--- config.mk ---
export PLATFORM = sky130hd
export DESIGN_NAME = sequenceur_mul_div
export DESIGN_NICKNAME = d
export VERILOG_FILES = /design/src/rtl/sequenceur_mul_div.sv
export SDC_FILE = /design/constraint.sdc
export NUM_CORES = 1
export LEC_CHECK = 0
export BUFFER_PORTS_ARGS = -buffer_cell sky130_fd_sc_hd__buf_2
export CORE_ASPECT_RATIO = 1.75
export CORE_MARGIN = 2
export CORE_UTILIZATION = 35
export CTS_BUF_LIST = sky130_fd_sc_hd__clkbuf_8
export DETAILED_ROUTE_END_ITERATION = 8
export PLACE_DENSITY = 0.64
export SYNTH_ARGS = -nofsm -noshare
export SYNTH_HDL_FRONTEND = slang
export SYNTH_SLANG_ARGS = --single-unit
--- constraint.sdc ---
create_clock -name clk -period 2.3 [get_ports clk]
set_input_delay 0.115 -clock clk [delete_from_list [all_inputs] [get_ports clk]]
set_output_delay 0.115 -clock clk [all_outputs]
set_load 0.05 [all_outputs]
--- src/rtl/sequenceur_mul_div.sv ---
// sequenceur_mul_div
//   Multi-cycle RV32M multiply / unsigned divide sequencer. It borrows the
//   shared execute-stage ALU for its add, subtract and unsigned-compare steps.
//   While it works it raises alu_req, which steers the ALU operand muxes to
//   this block, and it raises busy, which stalls the pipeline.
//
//   Optional build macro: SIGNED_MULDIV_EN enables signed DIV/REM (op 100/101).
//   This path latches operand magnitudes and adds a one-cycle FIXUP state that
//   negates the result through the ALU.
//
// Ports
//   clk, reset_n        clock (rising edge), asynchronous active-low reset
//   start, op, opa, opb request pulse, opcode, rs1/rs2 values (sampled in IDLE)
//   flush               abort the current operation (no done, result kept)
//   busy, done, result  stall request, one-cycle completion pulse, result
//   alu_req             sequencer owns the ALU
//   alu_operation       00000 add, 01000 sub, 10111 unsigned >=
//   alu_rs1, alu_rs2    ALU operands (feed both signed and unsigned inputs)
//   alu_source          always 0 (register operand)
//   alu_resultat        combinational ALU result, same cycle
module sequenceur_mul_div #(
  parameter int XLEN  = 32,
  parameter int CNT_W = 5
) (
  input  logic            clk,
  input  logic            reset_n,
  input  logic            start,
  input  logic [2:0]      op,
  input  logic [XLEN-1:0] opa,
  input  logic [XLEN-1:0] opb,
  input  logic            flush,
  output logic            busy,
  output logic            done,
  output logic [XLEN-1:0] result,
  output logic            alu_req,
  output logic [4:0]      alu_operation,
  output logic [XLEN-1:0] alu_rs1,
  output logic [XLEN-1:0] alu_rs2,
  output logic            alu_source,
  input  logic [XLEN-1:0] alu_resultat
);

  localparam logic [4:0]       ALU_ADD  = 5'b00000;
  localparam logic [4:0]       ALU_SUB  = 5'b01000;
  localparam logic [4:0]       ALU_GEU  = 5'b10111;
  localparam logic [CNT_W-1:0] CNT_LAST = CNT_W'(XLEN-1);

  typedef enum logic [2:0] {
    IDLE,
    MUL_ADD,
    DIV_CMP,
    DIV_SUB,
`ifdef SIGNED_MULDIV_EN
    FIXUP,
`endif
    DONE
  } state_t;

  state_t state, state_n;

  // hi/lo: acc_hi/acc_lo while multiplying (acc_lo starts as the multiplier),
  // rem/quot while dividing (quot starts as the dividend).
  // opnd: multiplicand or divisor.
  logic [XLEN-1:0]  hi, hi_n, lo, lo_n, opnd, opnd_n, res_n;
  logic [CNT_W-1:0] cnt, cnt_n;
  logic             sel, sel_n;   // op[0]: high word / remainder selected
  logic             msb, msb_n;   // bit shifted out of rem in DIV_CMP
  logic             ge, ge_n;     // ALU compare result from DIV_CMP
  logic             busy_n;

  // Shifted partial remainder: {rem, quot} << 1, upper half.
  logic [XLEN-1:0] hi_sh;
  assign hi_sh = {hi[XLEN-2:0], lo[XLEN-1]};

  // Multiply step helpers.
  logic            take, carry;
  logic [XLEN-1:0] hi_sel;

`ifdef SIGNED_MULDIV_EN
  logic            sgn, sgn_n, neg_q, neg_q_n, neg_r, neg_r_n;
  logic [XLEN-1:0] abs_a, abs_b;
  logic            ovf;
  assign abs_a = opa[XLEN-1] ? (~opa + 1'b1) : opa;
  assign abs_b = opb[XLEN-1] ? (~opb + 1'b1) : opb;
  assign ovf   = (opa == (XLEN'(1) << (XLEN-1))) && (opb == '1);
`endif

  // ALU drive is decoded from state so it follows ownership immediately.
  assign alu_source = 1'b0;
  always_comb begin
    alu_req       = 1'b0;
    alu_operation = ALU_ADD;
    alu_rs1       = '0;
    alu_rs2       = '0;
    case (state)
      MUL_ADD: begin
        alu_req = 1'b1; alu_operation = ALU_ADD; alu_rs1 = hi;    alu_rs2 = opnd;
      end
      DIV_CMP: begin
        alu_req = 1'b1; alu_operation = ALU_GEU; alu_rs1 = hi_sh; alu_rs2 = opnd;
      end
      DIV_SUB: begin
        alu_req = 1'b1; alu_operation = ALU_SUB; alu_rs1 = hi;    alu_rs2 = opnd;
      end
`ifdef SIGNED_MULDIV_EN
      FIXUP: begin
        alu_req = 1'b1; alu_operation = ALU_SUB; alu_rs1 = '0;    alu_rs2 = sel ? hi : lo;
      end
`endif
      default: ;
    endcase
  end

  always_comb begin
    state_n = state;
    hi_n    = hi;
    lo_n    = lo;
    opnd_n  = opnd;
    cnt_n   = cnt;
    sel_n   = sel;
    msb_n   = msb;
    ge_n    = ge;
    res_n   = result;
    take    = lo[0];
    carry   = (alu_resultat < hi);
    hi_sel  = hi;
`ifdef SIGNED_MULDIV_EN
    sgn_n   = sgn;
    neg_q_n = neg_q;
    neg_r_n = neg_r;
`endif
    case (state)
      IDLE: begin
        if (start) begin
          sel_n = op[0];
          cnt_n = '0;
          casez (op)
            3'b00?: begin
              hi_n = '0; lo_n = opb; opnd_n = opa; state_n = MUL_ADD;
            end
            3'b01?: begin
              if (opb == '0) begin
                res_n = op[0] ? opa : '1; state_n = DONE;
              end else begin
                hi_n = '0; lo_n = opa; opnd_n = opb; state_n = DIV_CMP;
              end
`ifdef SIGNED_MULDIV_EN
              sgn_n = 1'b0;
`endif
            end
`ifdef SIGNED_MULDIV_EN
            3'b10?: begin
              if (opb == '0) begin
                res_n = op[0] ? opa : '1; state_n = DONE;
              end else if (ovf) begin
                res_n = op[0] ? '0 : opa; state_n = DONE;
              end else begin
                hi_n    = '0; lo_n = abs_a; opnd_n = abs_b; state_n = DIV_CMP;
                sgn_n   = 1'b1;
                neg_q_n = opa[XLEN-1] ^ opb[XLEN-1];
                neg_r_n = opa[XLEN-1];
              end
            end
`endif
            default: begin
              res_n = '0; state_n = DONE;
            end
          endcase
        end
      end
      MUL_ADD: begin
        // Add only when the multiplier bit is set; the carry out of the
        // 32-bit add is recovered by an unsigned wrap check.
        hi_sel = take ? alu_resultat : hi;
        hi_n   = {take & carry, hi_sel[XLEN-1:1]};
        lo_n   = {hi_sel[0], lo[XLEN-1:1]};
        cnt_n  = cnt + 1'b1;
        if (cnt == CNT_LAST) begin
          res_n   = sel ? hi_n : lo_n;
          state_n = DONE;
        end
      end
      DIV_CMP: begin
        hi_n    = hi_sh;
        lo_n    = {lo[XLEN-2:0], 1'b0};
        msb_n   = hi[XLEN-1];
        ge_n    = alu_resultat[0];
        state_n = DIV_SUB;
      end
      DIV_SUB: begin
        // A set msb_out means the true 33-bit remainder exceeds any divisor;
        // the 32-bit subtract still yields the right remainder.
        if (msb || ge) begin
          hi_n = alu_resultat;
          lo_n = {lo[XLEN-1:1], 1'b1};
        end
        cnt_n   = cnt + 1'b1;
        state_n = DIV_CMP;
        if (cnt == CNT_LAST) begin
`ifdef SIGNED_MULDIV_EN
          if (sgn) state_n = FIXUP;
          else
`endif
          begin
            res_n   = sel ? hi_n : lo_n;
            state_n = DONE;
          end
        end
      end
`ifdef SIGNED_MULDIV_EN
      FIXUP: begin
        if (sel) res_n = neg_r ? alu_resultat : hi;
        else     res_n = neg_q ? alu_resultat : lo;
        state_n = DONE;
      end
`endif
      DONE:    state_n = IDLE;
      default: state_n = IDLE;
    endcase
    // Flush wins over everything, including start and a pending completion.
    if (flush) begin
      state_n = IDLE;
      res_n   = result;
    end
  end

  always_comb begin
    busy_n = 1'b0;
    case (state_n)
      MUL_ADD, DIV_CMP, DIV_SUB: busy_n = 1'b1;
`ifdef SIGNED_MULDIV_EN
      FIXUP:                     busy_n = 1'b1;
`endif
      default:                   busy_n = 1'b0;
    endcase
  end

  always_ff @(posedge clk or negedge reset_n) begin
    if (!reset_n) begin
      state  <= IDLE;
      hi     <= '0;
      lo     <= '0;
      opnd   <= '0;
      cnt    <= '0;
      sel    <= 1'b0;
      msb    <= 1'b0;
      ge     <= 1'b0;
      busy   <= 1'b0;
      done   <= 1'b0;
      result <= '0;
`ifdef SIGNED_MULDIV_EN
      sgn    <= 1'b0;
      neg_q  <= 1'b0;
      neg_r  <= 1'b0;
`endif
    end else begin
      state  <= state_n;
      hi     <= hi_n;
      lo     <= lo_n;
      opnd   <= opnd_n;
      cnt    <= cnt_n;
      sel    <= sel_n;
      msb    <= msb_n;
      ge     <= ge_n;
      busy   <= busy_n;
      done   <= (state_n == DONE);
      result <= res_n;
`ifdef SIGNED_MULDIV_EN
      sgn    <= sgn_n;
      neg_q  <= neg_q_n;
      neg_r  <= neg_r_n;
`endif
    end
  end

endmodule

==> impl_metrics.tcl, run 1 <==
set metrics [dict create \
    slew_headroom_pct 61.0 \
    syn_nets 1297 \
    gp_congestion 0.878 \
    finalHoldViolCount 0 \
    endpoint_kind "primary output" \
    period_needed_ps 2250 \
    synth_area_leaders "dfrtp_1, mux2i_1, nand2_1" \
    rsz0062_at_grt "yes" \
    cts_max_level 4 \
    ioPinCount 208 \
    die_h_um 228 \
    detail-route-antenna-nets 0 \
    io_buffers 206 \
    cap_violations 0 \
    cts_tree "built" \
    clock_sink_count 141 \
    slowest_delay_ps 390 \
    overflow 0 \
    num_rows 82 \
    p_leak_uw 0.00614 \
    power_density_nw_per_um2 837 \
    worstMarginPinSlew_ps 584 \
    drt-total-wl_um 34900 \
    antenna_found_initial 3 \
    synth_cell_types 51 \
    clkSlewWorstSetupHoldPaths_ps 80 \
    skew_ps 11.4 \
    synth_seq_cells 141 \
    post-route-cell-area_um2 13100 \
    synth_edf_count 0 \
    setup_viol_count_final 0 \
    crit_chain "buf_8 > nor3b_4 > buf_6 > buf_12 > nand2_1 > o21ai_1 > buf_4" \
    drt-initial-drc-count 712 \
    core_um2 28400 \
    worstSkewPairLatency_ps 490 \
    place_inst 1697 \
    place_ws_ps 64.7 \
    vdd_drop_max_mv 0.550 \
    fin_cells 1804 \
    areaGrowthSynthToFinish_pct 30.2 \
    synthArstFlopShare_pct 100 \
    final_nets 1545 \
    synth_seq_area_share_pct 35.1 \
    dpl.hpwl_um 25500 \
    grt_pass1_vias 9963 \
    syn_avg_cell_area_um2 8.65 \
    slowest_stage "dfrtp_2" \
    fp.dieW_um 132 \
    cts_buffers 17 \
    fin_ws_ps 49.8 \
    remaining_drc_errors 0 \
    drtPass1Iterations 7 \
    die-area_um2 30100 \
    routed_via_density 5.49 \
    num_vias 9907 \
    min_period_over_period_pct 97.8 \
    synthCells 1161 \
    cp.arrival_ps 2140 \
    path_buf_inv 4 \
    grt_max_degree 65 \
    grt_usage_pct 22.7 \
    ys_top_cells_by_count "nand2_1, dfrtp_1, mux2i_1" \
    cp-start-kind "flop" \
    crit_required_ps 2180 \
    fillerInstances 2801 \
    slew_viol_final 0 \
    dpl_cell_area_um2 11800 \
    wl_per_cell_um 19.4 \
    netlist_area_um2 10000 \
    yosys.area.top_type_share_pct 35.1 \
    ys.warnings.count 0 \
    status "complete, no violations" \
    cts_root_buf "clkbuf_8" \
    hold_path.class "input port to flop" \
    ys.flop_type "dfrtp_1" \
    max_freq_ghz 0.444 \
    start_util_pct 35.3 \
    cts_buffer_depth 2 \
    crit_path_max_fanout 18 \
    critical-path-top-delay-family "buffers and inverters" \
    synth_area_leader_cell "dfrtp_1" \
    synth.most_common_cell "nand2_1" \
    drive_gt1_share_pct 24.4 \
    finalPower_uw 10900 \
    grt_pass1_wl_um 54300 \
    critPathKind "flop to primary output" \
    r2r_slack_ps 90 \
]
-- layout make-up --
cell class	instances	area (um2)	share of cell area (%)
timing repair buffer	330	2540	19.4
inverter	39	149	1.14
antenna	4	10.0	0.0766
multi-input combinational	880	5930	45.3
sequential	141	3530	27.0
tap	378	473	3.62
clock buffer	20	275	2.11
clock inverter	12	169	1.29
-- report_power, final --
| part | total, uW | switching (uW) | internal (uW) |
|---|---|---|---|
| Clock | 2310 | 1050 | 1260 |
| Sequential | 3770 | 675 | 3090 |
| Combinational | 4870 | 3030 | 1840 |
-- cells by family after synthesis --
| family | Yosys count | share of synthesized area (%) |
|---|---|---|
| compound gates | 325 | 22.0 |
| xor+xnor | 1 | 0.0872 |
| fa+ha+maj | 33 | 4.11 |
| buf+inv | 140 | 6.38 |
| flops | 141 | 35.1 |
| mux | 164 | 16.8 |
| other cells | 1 | 0.0373 |
| simple gates | 356 | 15.4 |
-- stage by stage --
stage	utilization (%)	setup TNS, ps	hold WS, ps
after floorplan	-	0	-181
after global placement	41.4	0	111
after detailed placement	41.4	0	116
after CTS	45.6	-5.02	50.8
after global routing	46.0	-40.3	107
final	46.0	0	70.7
-- worst paths after layout --
path,from,cells past startpoint,end
min in group asynchronous,reset_n,2,opnd[24]
setup / recovery,state[1],7,alu_rs1[29]
setup reg to reg,cnt[0],8,result[31]
max in group asynchronous,reset_n,3,opnd[10]
hold / removal,opa[29],5,result[29]
hold reg to reg,opnd[16],2,opnd[16]
-- metal layers --
| layer | track usage, % | share of wire [%] | vias to the layer above |
|---|---|---|---|
| met4 | 8.42 | 2.7 | 0 |
| met1 | 27.8 | 41 | 4784 |
| met5 | 0 | 0 | - |
| met3 | 3.91 | 5.6 | 47 |
| li1 | - | - | 4730 |
| met2 | 39.8 | 51 | 346 |
-- state kept, by name, summed over array words and instances, names as in the netlist --
signal	count
result	32
done	1
sel	1
lo	32
ge	1
msb	1
hi	32
busy	1
state	3
opnd	32
cnt	5
-- layout by cell type (no fill, tap or decap), drive strengths merged, types with 4 or more instances in the layout --
master,count
nand3,5
nor3,34
bufinv,4
nor4,9
mux2i,128
o21ai,171
nor2,77
inv,41
clkbuf,36
diode,4
dlygate4sd3,67
nand4,7
ha,33
dfrtp,141
and2,34
a211o,32
a221o,31
mux2,36
a21oi,14
a222oi,30
a211oi,32
nand2,179
buf,246
-- worst register-to-register path, delay by kind of cell, from the launching register on --
kind                       cells  cell delay (ps)
and+or+nand+nor                2              370
AOI/OAI and AO/OA              2              500
adders and majority gates      2              440
buffers and inverters          1               70
muxes                          1              310
DFF                            1              420
-- timing repair --
action | in CTS | in global routing
hold endpoints to repair | 85 | 0
pin swaps | 0 | 2
hold buffers | 67 | 0
gates cloned | 1 | 1
buffers inserted | 2 | 0
gates resized for setup | 17 | 31
endpoints found under the setup margin | 69 | 74
Power figures use the tool's default switching activity.
==> run 2, diff against run 1 <==
CORE_UTILIZATION = 30   (was 35)
PLACE_DENSITY = 0.58   (was 0.64)
REMOVE_ABC_BUFFERS = 1   (was unset)
==> run 2 against run 1 <==
Setup slack got worse by 23 ps. Global-route usage increased by 0.053 points. Non-clock buffer count increased by 34. Total power grew 1.2%. Final cell count up 3.4%. Wire length grew 19%. Sequential power about the same. Sequential share of layout area fell by 1.6 points. Via count rose by 4.6%. Maximum frequency fell by 1.0%. First-iteration DRC count rose by 14%. Clock-buffer cell count fell by 2.
==> impl_metrics.tcl, run 2 (synthesis results as in run 1) <==
set metrics [dict create \
    wl_per_cell_um 22.2 \
    cp-start-kind "input port" \
    cp_common_cell "buf_4" \
    grt_pass1_wl_um 60700 \
    core_um2 32900 \
    worstMarginPinSlew_ps 608 \
    final_cell_mix "nand2_1, buf_2, dfrtp_1" \
    die_h_um 246 \
    grt_usage_pct 22.8 \
    die-area_um2 35000 \
    io_buffers 206 \
    holdWs_ps 58.5 \
    cts_tree "built" \
    cts_root_buf "clkbuf_8" \
    cp.arrival_ps 2640 \
    cts_buffers 17 \
    skew_ps 17.1 \
    setup_tns_ps 0 \
    rsz0062_at_grt "yes" \
    period_needed_ps 2270 \
    finalHoldViolCount 0 \
    routed_via_density 5.55 \
    layout_commonest_cell "nand2_1" \
    min_period_over_period_pct 98.8 \
    r2r_slack_ps 50 \
    place_inst 1745 \
    critPathKind "input port to flop" \
    drtPass1Iterations 8 \
    start_util_pct 30.5 \
    cts_buffer_depth 2 \
    vdd_drop_max_mv 0.507 \
    overflow 0 \
    power_density_nw_per_um2 796 \
    areaGrowthSynthToFinish_pct 38.6 \
    endpoint_kind "flop" \
    slowest_delay_ps 530 \
    slowest_stage "dlygate4sd3_1" \
    setup_viol_count_final 0 \
    finalPower_uw 11100 \
    drt-initial-drc-count 815 \
    p_leak_uw 0.00641 \
    final_util_pct 42.3 \
    detail-route-antenna-nets 0 \
    num_vias 10400 \
    drt-total-wl_um 41500 \
    grt_pass1_vias 10500 \
    clkSlewWorstSetupHoldPaths_ps 100 \
    dpl.hpwl_um 28900 \
    drive_gt1_share_pct 27.6 \
    num_rows 88 \
    slew_headroom_pct 59.1 \
    crit_chain "dlygate4sd3_1 > buf_2 > nor4_2 > buf_4 > nand4_1 > buf_4 > nor2_1 > nor3_1 > o31a_1 > or2_2" \
    multi_input_area_um2 6010 \
    cap_violations 0 \
    seq_area_um2 3530 \
    gp_congestion 0.866 \
    antenna_found_initial 6 \
    final_nets 1579 \
    max_freq_ghz 0.440 \
    fillerInstances 3245 \
    ioPinCount 208 \
    hold_path.class "input port to flop" \
    crit_path_max_fanout 3 \
    clock_sink_count 141 \
    crit_required_ps 2660 \
    slew_viol_final 0 \
    fp.dieW_um 142 \
    status "complete, no violations" \
    grt_max_degree 64 \
    cts_max_level 4 \
    fin_cells 1866 \
    remaining_drc_errors 0 \
    worstSkewPairLatency_ps 500 \
]
## run 2: cell types whose count changed in the layout (fill, tap and decap cells not counted), moves of 3 or more
| cell | change |
|---|---|
| clkbuf_4 | -13 |
| clkbuf_16 | +3 |
| o21ai_1 | -5 |
| buf_2 | -26 |
| and2_1 | -6 |
| buf_12 | +32 |
| o21ai_2 | +4 |
| clkinvlp_4 | +3 |
| clkinv_4 | +3 |
| buf_4 | +39 |
| and2_4 | +6 |
## run 2: stage by stage
stage,instance area (um2),worst slack (ps)
4_1_cts,13600,-9.16
3_3_place_gp,12400,-140
6_report,13900,26.9
2_1_floorplan,9550,-13660
3_5_place_dp,12400,-209
5_1_grt,13900,-22.3
## run 2: report_power, final
part	switching [uW]	total [uW]	internal, uW
Clock	1130	2110	989
Combinational	3160	5210	2040
Sequential	661	3750	3090
Total	4950	11100	6120
## run 2: what timing repair did
item / CTS / global route
pin swaps: 1 / 2
hold buffers: 67 / 0
gates cloned: 1 / 5
buffers inserted: 3 / 8
endpoints found under the setup margin: 97 / 120
hold endpoints to repair: 120 / 0
gates resized for setup: 25 / 55
## run 2: layout make-up
| cell class | count | share of cell area (%) |
|---|---|---|
| Multi-Input combinational cell | 880 | 43.2 |
| Sequential cell | 141 | 25.4 |
| Timing Repair Buffer | 364 | 23.8 |
| Tap cell | 405 | 3.64 |
| Clock buffer | 18 | 1.78 |
| Inverter | 39 | 1.09 |
| Clock inverter | 14 | 1.06 |
| Antenna cell | 5 | 0.0899 |
## run 2: final timing paths
kind,start,to,cells past startpoint
worst max-delay path,opb[29],busy,10
worst min-delay path,opa[21],result[21],5
worst max register to register,cnt[0],result[31],8
worst min register to register,opnd[25],opnd[25],2
max in group asynchronous,reset_n,hi[27],3
min in group asynchronous,reset_n,lo[26],2
## run 2: metal layers
layer,global-route usage (%),wire [um],up-vias
met2,42.7,22200,415
met1,24.1,15200,5024
met3,3.83,1900,117
met5,0,11,-
met4,11.6,2150,2
li1,-,-,4805
## run 2: critical path, delay by kind of cell
| family | cells | cell delay [ps] |
|---|---|---|
| buffers and inverters | 4 | 1100 |
| and+or+nand+nor | 5 | 1080 |
| AOI/OAI and AO/OA | 1 | 340 |
==> run 3, diff against run 2 <==
PLACE_DENSITY = 0.59   (was 0.58)
==> run 3 against run 2 <==
Die area unchanged. Clock-buffer cell count is 1 higher. First-iteration DRC count increased by 7.2%. Cell area rose by 1.4%. Utilization increased by 0.60 points. Clock power rose by 6%. Sequential share of layout area fell by 0.35 points. Wire length decreased by 2.9%. Combinational power rose by 4.4%. Critical path type is now flop to primary output. Critical endpoint is now alu_rs1[10]. Largest cell class unchanged. Highest routed layer unchanged.
==> impl_metrics.tcl, run 3 (synthesis results as in run 1) <==
set metrics [dict create \
    final_cell_mix "nand2_1, buf_2, dfrtp_1" \
    die_h_um 246 \
    vdd_drop_max_mv 0.501 \
    crit_cells 5 \
    core_um2 32900 \
    cts_buffer_depth 2 \
    crit_path_max_fanout 24 \
    detail-route-antenna-nets 0 \
    grt_usage_pct 22.4 \
    fin_cells 1856 \
    rsz0062_at_grt "yes" \
    gp_congestion 0.886 \
    worstMarginPinSlew_ps 963 \
    num_rows 88 \
    areaGrowthSynthToFinish_pct 40.6 \
    crit_required_ps 2180 \
    routed_via_density 5.59 \
    hold_path.class "input port to flop" \
    drive_gt1_share_pct 29.7 \
    cp.arrival_ps 2170 \
    r2r_slack_ps 50 \
    skew_ps 26.2 \
    critical-path-top-delay-family "buffers and inverters" \
    worstSkewPairLatency_ps 510 \
    drt-total-wl_um 40300 \
    endpoint_kind "primary output" \
    io_buffers 206 \
    max_freq_ghz 0.437 \
    wl_per_cell_um 21.7 \
    path_buf_inv 3 \
    overflow 0 \
    die-area_um2 35000 \
    clkSlewWorstSetupHoldPaths_ps 90 \
    drtPass1Iterations 6 \
    cap_violations 0 \
    start_util_pct 30.5 \
    power_density_nw_per_um2 808 \
    pwr-share-clk_pct 19.6 \
    final_nets 1572 \
    drt-initial-drc-count 874 \
    crit_chain "buf_4 > nand2b_1 > buf_4 > o21ai_0 > buf_12" \
    slew_viol_final 0 \
    period_needed_ps 2290 \
    critPathLaunch "state[2]" \
    crit_path_end "alu_rs1[10]" \
    slew_headroom_pct 35.7 \
    grt_pass1_vias 10300 \
    grt_pass1_wl_um 59500 \
    pwr-share-comb_pct 47.7 \
    grtUsageMet2_pct 40.9 \
    antenna_found_initial 3 \
    p_leak_uw 0.00649 \
    cp-start-kind "flop" \
    fp.dieW_um 142 \
    num_vias 10400 \
    cts_root_buf "clkbuf_8" \
    slowest_delay_ps 470 \
    grt_max_degree 64 \
    clock_sink_count 141 \
    switching_share_pct 43.9 \
    ioPinCount 208 \
    worst-r2r-cell-count 9 \
    setup_viol_count_final 0 \
    intPower_uw 6400 \
    cp_common_cell "buf_4" \
    place_inst 1736 \
    finalHoldViolCount 0 \
    grt_use_met1_pct 23.8 \
    min_period_over_period_pct 99.4 \
    power_switching_uw 5000 \
    seqPwrFrac_pct 32.7 \
    remaining_drc_errors 0 \
    rr_endpoint "hi[31]" \
    rr_startpoint "hi[6]" \
    cts_buffers 17 \
    cts_max_level 4 \
    grt_busiest_layer "met2" \
    setup_tns_ps 0 \
    layout_commonest_cell "nand2_1" \
    cts_tree "built" \
    status "complete, no violations" \
    critPathKind "flop to primary output" \
    slowest_stage "o21ai_0" \
    met3_usage_pct 3.38 \
    dpl.hpwl_um 28700 \
]
run 3: cell count changes in the layout (fill, tap and decap cells not counted), sizes merged:
cell,before,now
inv,41,42
buf,290,291
bufinv,2,3
dlygate4sd3,67,61
clkbuf,24,23
diode,5,2
clkinvlp,6,2
clkinv,4,5
run 3: repair_timing:
item | in CTS | in global routing
gates resized for setup | 47 | 75
pin swaps | 3 | 9
endpoints found under the hold margin | 117 | 0
setup buffers | 3 | 17
endpoints found under the setup margin | 100 | 91
gates cloned | 1 | 4
hold buffers | 61 | 0
run 3: layout make-up:
class                      instances  area [um2]
sequential                       141        3530
clock inverter                    13         149
multi-input combinational        880        6170
clock buffer                      19         262
tap                              405         507
fill                            3231       18800
antenna                            2        5.00
inverter                          39         151
timing repair buffer             357        3340
run 3: tightest hold or removal path: cells and delay by family:
kind | cells | cell delay, ps
AO/OA/AOI/OAI | 2 | 180
buffers and inverters | 1 | 110
AND/OR/NAND/NOR | 2 | 110
run 3: power groups by stage:
stage	Combinational (uW)	Sequential [uW]	Clock, uW
after floorplan	2670	4180	0
after global placement	4840	3750	0
after detailed placement	4900	3770	0
after CTS	5120	3720	2270
after global routing	5850	3820	2350
final	5440	3730	2230
run 3: worst min path at each step:
stage	cells after the start	from	endpoint
final	5	opa[21]	result[21]
after global placement	1	reset_n	opnd[27]
after CTS	5	opa[21]	result[21]
after global routing	3	opa[5]	opnd[5]
after floorplan	0	reset_n	busy
after detailed placement	1	reset_n	result[26]
run 3: through the flow:
step	cell area, um2	util [%]	setup WS [ps]	total power (uW)	hold WS (ps)
finish	14100	42.9	14.2	11400	44.3
floorplan	9550	-	-13660	6850	-181
detailed placement	12400	37.6	-543	8670	94.0
global route	14100	42.9	-22.8	12000	61.1
CTS	13600	41.3	-92.4	11100	16.0
global placement	12400	37.6	-542	8590	95.5
run 3: per-layer routing:
layer,share of wire [%],wire length [um]
met5,0.032,13
met3,4.3,1720
met4,6.3,2550
met2,53,21500
met1,36,14500
